## src/rtl/adau1761_spi_responder.sv

```systemverilog
// ADAU1761 control-port SPI slave backing a local register window.
// Oversampled SPI (CPOL=0, CPHA=0), lock sequence, auto-increment, write strobe to fabric.
`default_nettype none

module adau1761_spi_responder #(
  parameter logic [15:0] BASE_ADDR = 16'h4000,
  parameter int          DEPTH     = 256,
  parameter int          LOCK_CNT  = 3
) (
  input  logic        clk,
  input  logic        resetn,
  input  logic        spi_sclk,
  input  logic        spi_cs_n,
  input  logic        spi_mosi,
  output logic        spi_miso,
  output logic        spi_miso_oe,
  output logic        spi_locked,
  output logic        wr_strobe,
  output logic [15:0] wr_addr,
  output logic [7:0]  wr_data
);

  localparam int AW = (DEPTH > 1) ? $clog2(DEPTH) : 1;
  localparam int LW = (LOCK_CNT > 1) ? $clog2(LOCK_CNT + 1) : 1;

  typedef enum logic [2:0] {
    S_UNLOCKED = 3'd0,
    S_IDLE     = 3'd1,
    S_CMD      = 3'd2,
    S_ADDR_HI  = 3'd3,
    S_ADDR_LO  = 3'd4,
    S_DATA     = 3'd5
  } state_t;

  logic [2:0]    sclk_sync_q, cs_sync_q;
  logic [1:0]    mosi_sync_q;
  state_t        state_q, state_d;
  logic [LW-1:0] lock_cnt_q, lock_cnt_d;
  logic          locked_q, locked_d;
  logic [2:0]    bit_cnt_q, bit_cnt_d;
  logic [7:0]    rx_q, rx_d;
  logic [7:0]    tx_q, tx_d;
  logic          rnw_q, rnw_d;
  logic [15:0]   addr_q, addr_d;
  logic          load_pend_q, load_pend_d;
  logic          oe_q, oe_d;
  logic          strobe_q, strobe_d;
  logic [15:0]   wr_addr_q, wr_addr_d;
  logic [7:0]    wr_data_q, wr_data_d;
  logic          mem_we;
  logic [7:0]    mem_q [DEPTH];

  logic          sclk_rise, sclk_fall, cs_rise, cs_fall;
  logic [7:0]    rx_byte;
  logic [15:0]   offset;
  logic          in_win;
  logic [AW-1:0] idx;

  assign sclk_rise = sclk_sync_q[1] & ~sclk_sync_q[2];
  assign sclk_fall = ~sclk_sync_q[1] & sclk_sync_q[2];
  assign cs_rise   = cs_sync_q[1] & ~cs_sync_q[2];
  assign cs_fall   = ~cs_sync_q[1] & cs_sync_q[2];
  assign rx_byte   = {rx_q[6:0], mosi_sync_q[1]};
  // 16-bit subtraction wraps, so addresses below BASE_ADDR land far out of range
  assign offset    = addr_q - BASE_ADDR;
  assign in_win    = ({1'b0, offset} < 17'(DEPTH));
  assign idx       = offset[AW-1:0];

  always_comb begin
    state_d     = state_q;
    lock_cnt_d  = lock_cnt_q;
    locked_d    = locked_q;
    bit_cnt_d   = bit_cnt_q;
    rx_d        = rx_q;
    tx_d        = tx_q;
    rnw_d       = rnw_q;
    addr_d      = addr_q;
    load_pend_d = load_pend_q;
    strobe_d    = 1'b0;
    wr_addr_d   = wr_addr_q;
    wr_data_d   = wr_data_q;
    mem_we      = 1'b0;
    if (state_q == S_UNLOCKED) begin
      if (cs_rise) begin
        if (lock_cnt_q == LW'(LOCK_CNT - 1)) begin
          locked_d = 1'b1;
          state_d  = S_IDLE;
        end else begin
          lock_cnt_d = lock_cnt_q + LW'(1);
        end
      end
    end else if (cs_rise) begin
      state_d = S_IDLE;
    end else if (cs_fall) begin
      state_d     = S_CMD;
      bit_cnt_d   = 3'd0;
      load_pend_d = 1'b0;
      tx_d        = 8'h00;
    end else if (state_q != S_IDLE) begin
      if (sclk_rise) begin
        rx_d      = rx_byte;
        bit_cnt_d = bit_cnt_q + 3'd1;
        if (bit_cnt_q == 3'd7) begin
          case (state_q)
            S_CMD: begin
              rnw_d   = rx_byte[0];
              state_d = S_ADDR_HI;
            end
            S_ADDR_HI: begin
              addr_d[15:8] = rx_byte;
              state_d      = S_ADDR_LO;
            end
            S_ADDR_LO: begin
              addr_d[7:0] = rx_byte;
              state_d     = S_DATA;
              load_pend_d = 1'b1;
            end
            S_DATA: begin
              if (!rnw_q && in_win) begin
                mem_we    = 1'b1;
                strobe_d  = 1'b1;
                wr_addr_d = addr_q;
                wr_data_d = rx_byte;
              end
              addr_d      = addr_q + 16'd1;
              load_pend_d = 1'b1;
            end
            default: ;
          endcase
        end
      end else if (sclk_fall && state_q == S_DATA && rnw_q) begin
        // first falling edge of each byte loads; the remaining seven shift
        if (load_pend_q) begin
          tx_d        = in_win ? mem_q[idx] : 8'h00;
          load_pend_d = 1'b0;
        end else begin
          tx_d = {tx_q[6:0], 1'b0};
        end
      end
    end
    oe_d = (state_d == S_DATA) && rnw_d;
  end

  always_ff @(posedge clk) begin
    if (!resetn) begin
      sclk_sync_q <= 3'b000;
      cs_sync_q   <= 3'b111;
      mosi_sync_q <= 2'b00;
      state_q     <= S_UNLOCKED;
      lock_cnt_q  <= '0;
      locked_q    <= 1'b0;
      bit_cnt_q   <= 3'd0;
      rx_q        <= 8'h00;
      tx_q        <= 8'h00;
      rnw_q       <= 1'b0;
      addr_q      <= 16'h0000;
      load_pend_q <= 1'b0;
      oe_q        <= 1'b0;
      strobe_q    <= 1'b0;
      wr_addr_q   <= 16'h0000;
      wr_data_q   <= 8'h00;
      for (int i = 0; i < DEPTH; i++) mem_q[i] <= 8'h00;
    end else begin
      sclk_sync_q <= {sclk_sync_q[1:0], spi_sclk};
      cs_sync_q   <= {cs_sync_q[1:0], spi_cs_n};
      mosi_sync_q <= {mosi_sync_q[0], spi_mosi};
      state_q     <= state_d;
      lock_cnt_q  <= lock_cnt_d;
      locked_q    <= locked_d;
      bit_cnt_q   <= bit_cnt_d;
      rx_q        <= rx_d;
      tx_q        <= tx_d;
      rnw_q       <= rnw_d;
      addr_q      <= addr_d;
      load_pend_q <= load_pend_d;
      oe_q        <= oe_d;
      strobe_q    <= strobe_d;
      wr_addr_q   <= wr_addr_d;
      wr_data_q   <= wr_data_d;
      if (mem_we) mem_q[idx] <= rx_byte;
    end
  end

  assign spi_miso    = oe_q & tx_q[7];
  assign spi_miso_oe = oe_q;
  assign spi_locked  = locked_q;
  assign wr_strobe   = strobe_q;
  assign wr_addr     = wr_addr_q;
  assign wr_data     = wr_data_q;

endmodule

`default_nettype wire

```

## config.mk

```make
export PLATFORM = sky130hd
export DESIGN_NAME = adau1761_spi_responder
export DESIGN_NICKNAME = d
export VERILOG_FILES = /design/src/rtl/adau1761_spi_responder.sv
export SDC_FILE = /design/constraint.sdc
export NUM_CORES = 2
export LEC_CHECK = 0
export ABC_AREA = 1
export BUFFER_PORTS_ARGS = -buffer_cell sky130_fd_sc_hd__clkbuf_2
export CAP_MARGIN = 20
export CORE_MARGIN = 2
export CORE_UTILIZATION = 45
export DETAILED_ROUTE_END_ITERATION = 7
export PLACE_DENSITY = 0.62
export SETUP_SLACK_MARGIN = 0.5
export SLEW_MARGIN = 20
export SYNTH_ARGS = -nofsm -noshare
export SYNTH_HDL_FRONTEND = slang
export SYNTH_SLANG_ARGS = --single-unit
```

## constraint.sdc

```tcl
create_clock -name clk -period 3.4 [get_ports clk]
set_clock_uncertainty 0.1 [all_clocks]
set_input_delay 0 -clock clk [delete_from_list [all_inputs] [get_ports clk]]
set_output_delay 0 -clock clk [all_outputs]
set_load 0.01 [all_outputs]
```

==> out/metrics.csv <==
metric,value,unit
power_leakage,0.04683,uW
grt_setup_unrepaired,true,
portBuffers,32,
synth.area.top_cells,"edfxtp_1, nand2_1, nor2_1, inv_1, o21ai_0",
seqPwrFrac,53.9,%
ys_ff_latch,2124,
critPathArrivalTime,3.49,ns
cts_tree,yes,
final_cell_mix,"nand2_1, nor2_1, edfxtp_1",
fmaxAchievable,329.4,MHz
hold_viol,0,
cts_buffers,219,
critical_path_buf_inv_count,4,
endpoint_kind,flop,
pre_cts_slack,-0.1081,ns
wl,316600,um
vias_per_cell,5.386,
place_congestion,0.9229,
grt-busiest-layer,met2,
final_area,118200,sq um
synthCells,11463,
max_stage_delay,0.59,ns
ys_warn_count,0,
r2r_slack,0.36,ns
layout.cells.most_common,nand2_1,
ys_seq_area_share,62.97,%
syn_avg_cell_area,8.731,sq um
die_area,226200,sq um
crit_top_cell,buf_4,
fp.dieW,475.6,um
slew_headroom,3.014,%
drt_pre_antenna_iters,6,
fin_crit_sh,89.29,%
post_dp_cell_area,106500,sq um
clockBufferDepth,3,
synth_cell_types,37,
crit_type,flop to flop,
routedWlPerCell,21.42,um
grt_antenna_before_repair,11,
cts_max_level,4,
grt_pass1_wl,464800,um
fin_setup_tns,0,ns
cap_violations,0,
grt_pass1_vias,75615,
setup_viol,0,
overflow,0,
path_clk_slew,0.06,ns
drc,0,
synthesis.area,100100,sq um
crit_chain,buf_4 -> buf_12 -> ha_1 -> inv_2 -> nor2_4 -> buf_4 -> nand3_1 -> nand2_1,
power_frac_clock,42.5,%
start_util,45.15,%
hold_class,input port to flop,
layout_setup_ws,0.3642,ns
fin_crit,3.036,ns
slew_violations,0,
core-area,221700,sq um
grtUsageMet1,37.45,%
p_sw,12270,uW
drtIter0Drc,9967,
die-height,475.6,um
nNetsFinal,11627,
cpLargestDelayFamily,buffers and inverters,
worstSetupStartpoint,addr_q[0],
finalPower,56070,uW
required,3.85,ns
crit_fanout,41,
use_met2,43.66,%
utilization,53.34,%
via_count,79632,
crit_path_start_kind,flop,
antenna_left,0,
syn_nets,11475,
r2r-start,addr_q[0],
grt_use_met3,4.834,%
slowest_stage,buf_4,
yosysTopAreaCell,edfxtp_1,
swShare,21.88,%
peakVddDrop,0.5928,mV
std_cell_rows,173,
area_delta_synth_final,18.12,%
grt_max_degree,109,
p_comb_share,3.6,%
p_int,43800,uW
min_from,spi_cs_n,
drive_gt1_share,12.92,%
status,"finished, final reports clean",
io_pins,33,
synth_top_cell_area_share,61.45,%
hpwlAfterDp,192300,um
clock_sinks,2124,
insertion_delay,0.89,ns
worst_slew_pin_slew,1.455,ns
power_density,474.3,nW/um^2
clockRootBuffer,clkbuf_16,
grt.total_usage,27.37,%
-- routing by layer --
layer	up-vias	wire, um
met1	38488	127400
met2	3753	145900
met4	10	12610
met3	631	30580
met5	-	75
li1	36750	-
-- worst min-delay path: cells and delay by family --
family,cells,cell delay [ns]
buffers and inverters,3,1.14
and+or+nand+nor,1,0.10
-- registers in the layout, indices dropped and copies added (netlist names) --
| register | cells |
|---|---|
| addr_q | 16 |
| tx_q | 8 |
| load_pend_q | 1 |
| lock_cnt_q | 2 |
| wr_data | 8 |
| cs_sync_q | 3 |
| spi_locked | 1 |
| sclk_sync_q | 3 |
| wr_addr | 16 |
| rx_q | 7 |
| spi_miso_oe | 1 |
| rnw_q | 1 |
| wr_strobe | 1 |
| mosi_sync_q | 2 |
| bit_cnt_q | 3 |
| mem_q | 2048 |
| state_q | 3 |
-- path summary, 6_finish.rpt --
path | endpoint | cells after the start
worst max register to register | mem_q[63][4] | 8
worst min-delay path | cs_sync_q[0] | 4
worst max-delay path | mem_q[63][4] | 8
worst min register to register | sclk_sync_q[1] | 2
-- synth_stat cells, drive strengths merged --
library cell / count
o21a: 1
dfxtp: 76
nand4: 31
o2111ai: 1
clkbuf: 588
nor2: 2795
a21oi: 43
a41oi: 1
nand3b: 2
xor2: 4
nand2: 3759
or2: 2
edfxtp: 2048
o22ai: 2
buf: 119
o21ai: 565
a32o: 7
nor4: 6
clkinv: 9
a221oi: 1
a31oi: 13
xnor2: 2
ha: 7
inv: 934
a211oi: 4
nor3: 28
nand3: 415
-- power by group through the flow --
stage,Sequential [uW],Clock [uW],Combinational (uW)
finish,30200,23800,2020
global route,30300,25000,2250
CTS,30200,24000,1940
detailed placement,30800,0,1840
global placement,30700,0,1810
floorplan,30600,0,1270
-- what timing repair did --
item | 4_1_cts | 5_1_grt
hold buffers | 11 | 0
gates cloned | 14 | 12
gates resized for setup | 356 | 508
buffers inserted | 21 | 48
hold endpoints to repair | 197 | 0
pin swaps | 14 | 27
endpoints found under the setup margin | 3184 | 3288
-- per-stage QoR --
stage	std cells	hold slack, ns
floorplan	11463	-0.002369
global placement	14262	0.09657
detailed placement	14262	0.09645
CTS	14719	0.2288
global route	14783	0.2982
finish	14785	0.2634
-- cells by family (layout without fill, tap and decap cells) --
logic type	Yosys count	count (layout)	synth area share, %
simple gates	7038	7040	27.34
flops	2124	2124	62.97
buf+inv	1650	1990	6.283
compound gates	638	638	3.268
fa+ha+maj	7	7	0.08751
xor+xnor	6	6	0.05251
other cells	0	5	0
-- area by class of cell --
cell class              instances  area [sq um]
well taps                    2975          3722
inverters                     943          3646
fillers                     19982        103400
diodes                          5         12.51
multi-input cells            7691         33420
repair buffers                634          7322
flip-flops and latches       2124         63040
clock buffers                 286          5867
repair inverters                2         17.52
clock inverters               125          1172
(Power assumes the default switching activity.)
